<file path="src/rtl/audio_output_serializer_pkg.sv">
// Shared constants, types and the fixed-point to PCM conversion for the audio output path.
// Latency: n/a (package).
// Backpressure: n/a (package).
package audio_output_serializer_pkg;

   localparam int c_datawidth      = 32;
   localparam int c_fractionlength = 24;
   localparam int c_pcmWidth       = 16;
   localparam int c_i2sFrameBits   = 32;

   typedef logic signed [c_pcmWidth-1:0] t_pcmSample;

   // Rescale to 15 fraction bits (floor for right shifts) and saturate to the PCM range.
   function automatic t_pcmSample f_toPcm(input logic signed [c_datawidth-1:0] sample,
                                          input int                            fractionLength);
      logic signed [c_datawidth-1:0] v_scaled;
      if (fractionLength >= c_pcmWidth - 1)
         v_scaled = sample >>> (fractionLength - (c_pcmWidth - 1));
      else
         v_scaled = sample <<< ((c_pcmWidth - 1) - fractionLength);
      // Representable only if every bit above the PCM sign bit is a copy of it.
      if ((&v_scaled[c_datawidth-1:c_pcmWidth-1]) || !(|v_scaled[c_datawidth-1:c_pcmWidth-1]))
         return v_scaled[c_pcmWidth-1:0];
      return v_scaled[c_datawidth-1] ? {1'b1, {(c_pcmWidth-1){1'b0}}}
                                     : {1'b0, {(c_pcmWidth-1){1'b1}}};
   endfunction

endpackage

</file>
<file path="src/rtl/audio_output_serializer_sample_fifo.sv">
// sample_fifo: small synchronous FIFO with occupancy count; read data is the stored head entry.
// Latency: a write is visible in o_count/o_rdData one cycle later; reads are first-word-fall-through.
// Backpressure: writes while full are ignored unless a read happens in the same cycle; reads while empty are ignored.
// Ports: i_clk, i_reset (async active-low), i_wrEn/i_wrData, i_rdEn, o_rdData, o_count, o_full, o_empty.
module sample_fifo #(
   parameter int g_depth = 16,
   parameter int g_width = 16
) (
   input  logic                       i_clk,
   input  logic                       i_reset,
   input  logic                       i_wrEn,
   input  logic [g_width-1:0]         i_wrData,
   input  logic                       i_rdEn,
   output logic [g_width-1:0]         o_rdData,
   output logic [$clog2(g_depth):0]   o_count,
   output logic                       o_full,
   output logic                       o_empty
);

   localparam int c_ptrW = $clog2(g_depth);

   logic [g_width-1:0] r_mem [g_depth];
   logic [c_ptrW-1:0]  r_wrPtr;
   logic [c_ptrW-1:0]  r_rdPtr;
   logic [c_ptrW:0]    r_count;
   logic               w_wr;
   logic               w_rd;

   assign o_full   = (r_count == (c_ptrW+1)'(g_depth));
   assign o_empty  = (r_count == '0);
   assign o_count  = r_count;
   assign o_rdData = r_mem[r_rdPtr];
   // A read frees the slot this cycle, so a write into a full FIFO is allowed alongside it.
   assign w_rd     = i_rdEn && !o_empty;
   assign w_wr     = i_wrEn && (!o_full || w_rd);

   always_ff @(posedge i_clk or negedge i_reset) begin
      if (!i_reset) begin
         r_wrPtr <= '0;
         r_rdPtr <= '0;
         r_count <= '0;
      end else begin
         if (w_wr) r_wrPtr <= r_wrPtr + c_ptrW'(1);
         if (w_rd) r_rdPtr <= r_rdPtr + c_ptrW'(1);
         if (w_wr && !w_rd)
            r_count <= r_count + (c_ptrW+1)'(1);
         else if (w_rd && !w_wr)
            r_count <= r_count - (c_ptrW+1)'(1);
      end
   end

   always_ff @(posedge i_clk) begin
      if (w_wr) r_mem[r_wrPtr] <= i_wrData;
   end

endmodule

</file>
<file path="src/rtl/audio_output_serializer.sv">
// audio_output_serializer: buffers grid output samples, converts to 16-bit PCM, sends mono I2S (L = R).
// Latency: sample strobe to FIFO level 2 cycles; FIFO head to o_sdata at the next frame's bit 1.
// Backpressure: none upstream; samples arriving while the FIFO is full are dropped and flagged (o_overflow).
// Ports: i_clk, i_reset (async active-low), i_sampleValid/i_sample (grid output), i_clearFlags,
//        o_bclk/o_lrclk/o_sdata (I2S), o_fifoLevel, o_overflow, o_underflow (sticky).
module audio_output_serializer
   import audio_output_serializer_pkg::*;
#(
   parameter int g_fifoDepth      = 16,
   parameter int g_bclkDivider    = 4,
   parameter int g_fractionLength = c_fractionlength
) (
   input  logic                            i_clk,
   input  logic                            i_reset,
   input  logic                            i_sampleValid,
   input  logic signed [c_datawidth-1:0]   i_sample,
   input  logic                            i_clearFlags,
   output logic                            o_bclk,
   output logic                            o_lrclk,
   output logic                            o_sdata,
   output logic [$clog2(g_fifoDepth):0]    o_fifoLevel,
   output logic                            o_overflow,
   output logic                            o_underflow
);

   localparam int c_divW    = (g_bclkDivider > 1) ? $clog2(g_bclkDivider) : 1;
   localparam int c_bitCntW = $clog2(c_i2sFrameBits);
   localparam int c_idxW    = $clog2(c_pcmWidth);
   localparam logic [c_divW-1:0] c_divLast = c_divW'(g_bclkDivider - 1);

   logic                 r_pcmVld;
   t_pcmSample           r_pcm;
   logic [c_divW-1:0]    r_divCnt;
   logic                 r_bclk;
   logic                 r_lrclk;
   logic                 r_sdata;
   logic [c_bitCntW-1:0] r_bitCnt;
   t_pcmSample           r_cur;
   logic                 r_overflow;
   logic                 r_underflow;

   logic                 w_divWrap;
   logic                 w_bclkFall;
   logic [c_bitCntW-1:0] w_bitCntNext;
   logic [c_idxW-1:0]    w_bitIdx;
   logic                 w_popSlot;
   logic                 w_pop;
   logic                 w_push;
   logic                 w_full;
   logic                 w_empty;
   t_pcmSample           w_head;
   t_pcmSample           w_curNext;

   assign w_divWrap    = (r_divCnt == c_divLast);
   assign w_bclkFall   = w_divWrap && r_bclk;
   assign w_bitCntNext = r_bitCnt + c_bitCntW'(1);
   // Bit driven for the new count k is cur[15-((k-1) mod 16)]; k-1 is the current count.
   assign w_bitIdx     = ~r_bitCnt[c_idxW-1:0];
   assign w_popSlot    = w_bclkFall && (w_bitCntNext == c_bitCntW'(1));
   assign w_pop        = w_popSlot && !w_empty;
   assign w_push       = r_pcmVld && (!w_full || w_pop);
   // The MSB goes out on the same edge that loads cur, so drive from the next value.
   assign w_curNext    = w_popSlot ? (w_empty ? t_pcmSample'(0) : w_head) : r_cur;

   sample_fifo #(
      .g_depth (g_fifoDepth),
      .g_width (c_pcmWidth)
   ) u_sampleFifo (
      .i_clk    (i_clk),
      .i_reset  (i_reset),
      .i_wrEn   (w_push),
      .i_wrData (r_pcm),
      .i_rdEn   (w_pop),
      .o_rdData (w_head),
      .o_count  (o_fifoLevel),
      .o_full   (w_full),
      .o_empty  (w_empty)
   );

   always_ff @(posedge i_clk or negedge i_reset) begin
      if (!i_reset) begin
         r_pcmVld    <= 1'b0;
         r_pcm       <= '0;
         r_divCnt    <= '0;
         r_bclk      <= 1'b0;
         r_lrclk     <= 1'b0;
         r_sdata     <= 1'b0;
         r_bitCnt    <= '0;
         r_cur       <= '0;
         r_overflow  <= 1'b0;
         r_underflow <= 1'b0;
      end else begin
         // Conversion stage keeps the shift/saturate logic off the serial path.
         r_pcmVld <= i_sampleValid;
         if (i_sampleValid) r_pcm <= f_toPcm(i_sample, g_fractionLength);

         if (w_divWrap) begin
            r_divCnt <= '0;
            r_bclk   <= ~r_bclk;
         end else begin
            r_divCnt <= r_divCnt + c_divW'(1);
         end

         if (w_bclkFall) begin
            r_bitCnt <= w_bitCntNext;
            r_lrclk  <= w_bitCntNext[c_bitCntW-1];
            r_sdata  <= w_curNext[w_bitIdx];
            r_cur    <= w_curNext;
         end

         // Setting a flag takes priority over clearing it in the same cycle.
         if (r_pcmVld && w_full && !w_pop) r_overflow <= 1'b1;
         else if (i_clearFlags)            r_overflow <= 1'b0;

         if (w_popSlot && w_empty)         r_underflow <= 1'b1;
         else if (i_clearFlags)            r_underflow <= 1'b0;
      end
   end

   assign o_bclk      = r_bclk;
   assign o_lrclk     = r_lrclk;
   assign o_sdata     = r_sdata;
   assign o_overflow  = r_overflow;
   assign o_underflow = r_underflow;

endmodule
</file>
<file path="config.mk">
export PLATFORM = sky130hd
export DESIGN_NAME = audio_output_serializer
export DESIGN_NICKNAME = d
export VERILOG_FILES = /design/src/rtl/audio_output_serializer_pkg.sv /design/src/rtl/audio_output_serializer_sample_fifo.sv /design/src/rtl/audio_output_serializer.sv
export SDC_FILE = /design/constraint.sdc
export NUM_CORES = 1
export LEC_CHECK = 0
export CAP_MARGIN = 10
export CORE_ASPECT_RATIO = 1.5
export CORE_MARGIN = 3
export CORE_UTILIZATION = 45
export DETAILED_ROUTE_END_ITERATION = 8
export HOLD_SLACK_MARGIN = 0.08
export SETUP_SLACK_MARGIN = 0.3
export SYNTH_ARGS = -nofsm -noshare
export SYNTH_HDL_FRONTEND = slang
export SYNTH_HIERARCHICAL = 1
export SYNTH_SLANG_ARGS = --single-unit
</file>
<file path="constraint.sdc">
create_clock -name i_clk -period 5.4 [get_ports i_clk]
set_input_delay 0.81 -clock i_clk [delete_from_list [all_inputs] [get_ports i_clk]]
set_output_delay 0.81 -clock i_clk [all_outputs]
set_load 0.01 [all_outputs]
</file>
==> results of run 1 <==
-- stage by stage --
stage          power, mW  setup WS [ps]
2_1_floorplan       3.96           1780
3_3_place_gp        4.30           1430
3_5_place_dp        4.37           1330
4_1_cts             6.25           1310
5_1_grt             6.47            931
6_report            6.19           1300
-- worst max-delay path: stages (launching register included) --
cell      delay (ps)
dfrtp_1          770
ha_1             350
nand2_1          120
a21oi_2          160
o21bai_2          70
buf_4            240
o21ai_0          220
and2_1           160
o31a_1           410
ha_1             240
inv_1            110
fa_1             440
a21o_1           200
a21oi_1          160
mux2i_1          240
xnor2_1          140
-- sequential cells by signal, indices dropped and copies added (netlist names) --
signal	cells
o_underflow	1
u_sampleFifo/r_wrPtr	4
r_bitCnt	4
o_overflow	1
o_lrclk	1
o_sdata	1
u_sampleFifo/r_mem	256
u_sampleFifo/r_rdPtr	4
r_pcmVld	1
r_pcm	16
o_bclk	1
r_cur	16
r_divCnt	2
u_sampleFifo/o_count	5
-- how the worst min path moves through the flow --
stage	start	to	slack, ps	cells past startpoint
detailed placement	r_divCnt[0]	r_divCnt[0]	430	1
finish	i_reset	u_sampleFifo/o_count[1]	430	2
floorplan	r_divCnt[0]	r_divCnt[0]	410	1
CTS	i_reset	u_sampleFifo/r_wrPtr[0]	440	2
global placement	r_divCnt[0]	r_divCnt[0]	420	1
global route	r_divCnt[0]	r_divCnt[0]	480	1
-- layout make-up --
type	instances	area, um^2
clock inverter	12	88.8
fill	2181	13200
inverter	17	63.8
tap	342	428
sequential	313	9120
timing repair buffer	65	573
clock buffer	40	777
multi-input combinational	400	3370
-- metal layers --
layer	share of wire [%]	routed length (um)	vias to the layer above	GRT usage, %
li1	-	-	3096	-
met1	40	11000	3589	23.7
met2	51	14200	209	32.2
met3	5.1	1400	60	2.41
met4	3.6	999	0	7.05
met5	0	0	-	0
-- cells by family (layout without fill, tap and decap cells) --
| logic type | after synthesis | in the layout | share of synthesized area (%) |
|---|---|---|---|
| AOI/OAI and AO/OA | 115 | 115 | 6.30 |
| buffers and inverters | 62 | 134 | 2.35 |
| adders and majority gates | 13 | 13 | 1.34 |
| muxes | 114 | 114 | 12.3 |
| DFF | 313 | 313 | 71.5 |
| and+or+nand+nor | 142 | 142 | 5.13 |
| xor gates and xnor gates | 16 | 16 | 1.10 |
-- cell usage after synthesis, drive strengths merged, types with 17 or more instances --
cell type,instances
edfxtp,256
mux2i,71
nand2,64
dfrtp,57
nor2,37
a221oi,33
mux4,32
buf,28
o21ai,27
a21oi,21
clkbuf,17
inv,17
-- where the power goes --
group / internal [mW] / switching, mW
Clock: 1.05 / 0.835
Combinational: 0.541 / 0.604
Sequential: 2.93 / 0.231
-- cell usage in the layout (no fill, tap or decap), types with 3 or more instances in the layout --
cell type	n
clkdlybuf4s50_1	35
mux2i_1	71
xor2_1	5
mux4_2	32
a22oi_1	16
nand4_1	3
and2_1	3
clkbuf_1	10
mux2_2	9
o21ai_0	26
inv_1	17
ha_1	12
nor3b_1	3
edfxtp_1	256
a221oi_1	33
nand3_1	4
buf_4	29
nand2_1	63
nor2b_1	3
a21oi_1	20
clkbuf_16	29
nor2_1	33
nand2b_1	5
xnor2_1	11
nor3_2	4
nor2_2	4
dfrtp_1	56
clkinv_2	7
==> metrics.md, run 1 <==
| Metric | Value |
|---|---|
| Status | completed |
| Setup CP Type | register to register |
| Critical Path End | u_sampleFifo/o_count[4] |
| RSZ-0062 raised after global routing | false |
| CTS Hold Bufs | 0 |
| Path depth of the worst reg2reg path | 15 |
| Area leader, netlist | edfxtp_1 |
| Mapped Cells | roughly 780 |
| R2R Setup Slk | 1300 ps |
| Seq cells post-synth | around 310 |
| Synthesized Nets | 824 |
| Drt wl/cell | 23.2 um |
| # rows | 74 |
| Synth unique cells | 57 |
| CTS tree | done |
| Area contributors post-synth | edfxtp_1, dfrtp_1, mux4_2 |
| Final hold viol count | 0 |
| Num CTS Buffers | 29 |
| Drt via density | 5.85 |
| Crit path max fanout | 33 |
| Antenna viol nets, final | 0 |
| Core Util, Final | 52.2% |
| Tcrit/Tclk final | 75.9% |
| Element type at the critical path start | register |
| Asr flop ratio synth | between 10% and 20% |
| Minimum clock period | 4100 ps |
| Starting Density | 46.2% |
| Yosys top cell area share | between 60% and 70% |
| Post-Layout Inst Area | 14400 um^2 |
| Pin count of the biggest net entering global routing | 58 |
| Post-CTS sizing | 0 |
| Final estimated routing congestion in global placement | just under 0.8 |
| Static leakage | between 5 and 6 nW |
| Area grow syn2layout | 13.1% |
| Vias after detailed routing | 6954 |
| WL final | about 28000 um |
| Clock-pin slew on the worst setup and hold paths | 60 ps |
| Seq/Total Area, Yosys | 71.5% |
| Yosys warnings | 6 |
| Core Area | 27600 um^2 |
| Worst slew margin | 34.2% |
| Drt pass-1 iters | 5 |
| H-tree levels | 1 |
| Clock network latency to the later pin of the worst-skew pair | roughly 550 ps |
| Antenna violations before repair | 0 |
| Final setup TNS | 0 ps |
| Longest Clk Path Bufs | 3 |
| EDFF count, synth | 256 |
| Syn_area_per_cell | around 16 um^2 |
| Layout cells sized above 1 | 15.3% |
| F_max | 244 MHz |
| Die width | ~140 um |
| Grt ovf | 0 |
| Slew Viols, Final | 0 |
| Finished Layout Cells | 1189 |
| Final Skew | 10.5 ps |
| Post-Syn Area | around 13000 um^2 |
| DP Wirelength | approximately 16000 um |
| Final setup violating endpoints | 0 |
| CTS root buffer | clkbuf_16 |
| Worst-Margin Slew | roughly 980 ps |
| Num ports | 46 |
| Arrival @ worst endpoint | 4570 ps |
| Maxcap violations | 0 |
| DP Cell Count | ~1100 |
| Top_reg_cell synth | edfxtp_1 |
| Clock Sinks | 313 |
| Peak supply drop | 0.000216 V |
| Die ar. | 30400 um^2 |
| Remaining DRCs | 0 |
| Setup crit end kind | register |
| Dpl cell area | 13500 um^2 |
| Initial DRC count | about 480 |
| Port-buffer cells | 36 |
| Crit. Startpoint | r_bitCnt[0] |
| Req. time, crit path | between 5000 and 6000 ps |
| PD cells | 430 nW/um^2 |
| R2R Path End | u_sampleFifo/o_count[4] |
| Global Route Usage Sum | 18.5% |
| Postcts setup bufs | 0 |
| Nets@finish | 875 |
| Antenna diode count | 0 |
| Hold Slack | ~430 ps |
| First-pass GRT wire length | 42400 um |
| Chip Height | about 210 um |
| R2r startpoint | r_bitCnt[0] |
| Vias in the first global route | 7255 |
| Min-delay worst type | input pin to asynchronous set/reset pin |
No activity file was read; power rests on OpenSTA's default activity.
==> run 2: changes to the inputs <==
clock period = 3.5 ns   (was 5.4 ns; I/O delays follow)
==> run 2 against run 1 <==
Net effect: worst setup slack worse by 810 ps; wire length up 1.2%; die area unchanged; count of clock-buffer cells in the layout down 8; cell count up 1.6%; critical path depth down 3; combinational power up 70%; clock skew down 3.3 ps; final area up 2.7%; flip-flop and latch count unchanged.
==> metrics.md, run 2 (same netlist as run 1, synthesis figures left out) <==
| Metric | Value |
|---|---|
| Layout cells sized above 1 | 19.6% (was 15.3%) |
| Port-buffer cells | 36 (unchanged) |
| Longest Clk Path Bufs | 3 (unchanged) |
| R2R Setup Slk | 490 ps (was 1300 ps) |
| Element type at the critical path start | register (unchanged) |
| Final setup violating endpoints | 0 (unchanged) |
| Path depth of the worst reg2reg path | 12 (was 15) |
| Final hold viol count | 0 (unchanged) |
| Crit path max fanout | 5 (was 33) |
| Chip Height | 212 um (unchanged) |
| Status | completed (unchanged) |
| Max FFs per register | 256 (unchanged) |
| Minimum clock period | 3010 ps (was 4100 ps) |
| DP Wirelength | 17200 um (was 16500 um) |
| Num CTS Buffers | 29 (unchanged) |
| Die ar. | 30400 um^2 (unchanged) |
| Setup CP Type | register to register (unchanged) |
| Hold Slack | 122 ps (was 428 ps) |
| Worst slew margin | 36.8% (was 34.2%) |
| Most common cell after layout, fill and taps aside | edfxtp_1 (unchanged) |
| DP Cell Count | 1151 (was 1137) |
| Post-Layout Inst Area | 14800 um^2 (was 14400 um^2) |
| R2r startpoint | u_sampleFifo/o_count[1] (was r_bitCnt[0]) |
| Most frequent cells in the layout | edfxtp_1, mux2i_1, nand2_1 (unchanged) |
| Worst-Margin Slew | 947 ps (was 981 ps) |
| Total power | 10.2 mW (was 6.19 mW) |
| F_max | 332 MHz (was 244 MHz) |
| Final Skew | 7.18 ps (was 10.5 ps) |
| Place WS | 214 ps (was 1330 ps) |
| # rows | 74 (unchanged) |
| Static leakage | 5.49 nW (was 5.32 nW) |
| Setup crit end kind | register (unchanged) |
| Arrival @ worst endpoint | 3480 ps (was 4570 ps) |
| Vias in the first global route | 7273 (was 7255) |
| Drt pass-1 iters | 5 (unchanged) |
| RSZ-0062 raised after global routing | false (unchanged) |
| Pin count of the biggest net entering global routing | 42 (was 58) |
| Dpl cell area | 13700 um^2 (was 13500 um^2) |
| Maxcap violations | 0 (unchanged) |
| Final setup TNS | 0 ps (unchanged) |
| Largest register by flop count | u_sampleFifo/r_mem (unchanged) |
| First-pass GRT wire length | 42600 um (was 42400 um) |
| Vias after detailed routing | 6880 (was 6954) |
| Drt wl/cell | 23.1 um (was 23.2 um) |
| Initial DRC count | 343 (was 484) |
| Global Route Usage Sum | 18.7% (was 18.5%) |
| CTS tree | done (unchanged) |
| Antenna diode count | 0 (unchanged) |
| Top flop regs | u_sampleFifo/r_mem x256, r_cur x16, r_pcm x16 (unchanged) |
| Drt via density | 5.70 (was 5.85) |
| Finished Layout Cells | 1208 (was 1189) |
| Clock network latency to the later pin of the worst-skew pair | 550 ps (about the same) |
| Req. time, crit path | 3970 ps (was 5870 ps) |
| H-tree levels | 1 (unchanged) |
| FILL cells | 2204 (was 2181) |
| CTS root buffer | clkbuf_16 (unchanged) |
| Tcrit/Tclk final | 85.9% (was 75.9%) |
| Antenna violations before repair | 0 (unchanged) |
| Slew Viols, Final | 0 (unchanged) |
| Clock-pin slew on the worst setup and hold paths | 60 ps (about the same) |
| Num ports | 46 (unchanged) |
| Clock Sinks | 313 (unchanged) |
| Grt ovf | 0 (unchanged) |
| Nets@finish | 893 (was 875) |
| Post-route setup slack | 492 ps (was 1300 ps) |
| Core Area | 27600 um^2 (unchanged) |
| PD cells | 688 nW/um^2 (was 430 nW/um^2) |
| Remaining DRCs | 0 (unchanged) |
| Antenna viol nets, final | 0 (unchanged) |
| Core Util, Final | 53.7% (was 52.2%) |
| Final estimated routing congestion in global placement | 0.784 (was 0.776) |
| Die width | 143 um (unchanged) |
| R2R Path End | u_sampleFifo/o_count[4] (unchanged) |
| Area grow syn2layout | 16.2% (was 13.1%) |
| WL final | 27900 um (was 27600 um) |
| Min-delay worst type | input pin to asynchronous set/reset pin (unchanged) |
| Peak supply drop | 0.000344 V (was 0.000216 V) |
| Starting Density | 46.2% (unchanged) |
run 2: cell count changes in the layout (fill, tap and decap cells not counted), sizes merged:
cell,before,now
clkbuf,40,32
inv,18,20
buf,30,48
clkinvlp,1,4
bufinv,1,7
clkinv,9,7
run 2: timing repair:
action                                  4_1_cts  5_1_grt
endpoints found under the setup margin        2        3
gates resized for setup                       2       10
setup buffers                                 0        4
pin swaps                                     0        1
hold buffers                                  0        0
run 2: cell type report:
class                           count  area [um^2]  area share, %
Inverter                           17         63.8          0.431
Clock inverter                     21          312           2.10
Timing Repair Buffer               83          721           4.87
Tap cell                          342          428           2.89
Multi-Input combinational cell    400         3410           23.0
Clock buffer                       32          757           5.11
Sequential cell                   313         9120           61.6
run 2: report_power, final:
group	leakage (nW)	total, mW	internal [mW]	switching, mW
combinational	2.01	1.95	0.904	1.04
clock	0.515	3.46	2.09	1.37
sequential	2.96	4.78	4.52	0.257
total	5.49	10.2	7.52	2.67
run 2: worst max path at each step:
stage / from / to / slack (ps) / cells past startpoint
after floorplan: u_sampleFifo/o_count[0] / u_sampleFifo/o_count[4] / 300 / 13
after global placement: u_sampleFifo/o_count[1] / u_sampleFifo/o_count[4] / 300 / 12
after detailed placement: u_sampleFifo/o_count[1] / u_sampleFifo/o_count[4] / 210 / 12
after CTS: u_sampleFifo/o_count[1] / u_sampleFifo/o_count[4] / 330 / 12
after global routing: r_bitCnt[0] / u_sampleFifo/o_count[4] / 320 / 13
final: u_sampleFifo/o_count[1] / u_sampleFifo/o_count[4] / 490 / 12
run 2: critical path: stages (launching register included):
cell and delay (ps):
dfrtp_2 450, or4_4 570, nor2_4 220, nor2_4 80
o21a_1 150, inv_1 130, ha_1 200, inv_2 80
fa_2 360, a21o_1 190, a21oi_1 160, mux2i_1 230
xnor2_1 130
run 2: per-layer routing:
layer  global-route usage (%)  up-vias  wire [um]
li1                         -     3142          -
met1                     22.6     3516      10800
met2                     34.2      179      15000
met3                     2.81       43       1350
met4                     5.95        0        711
met5                        0        -          0
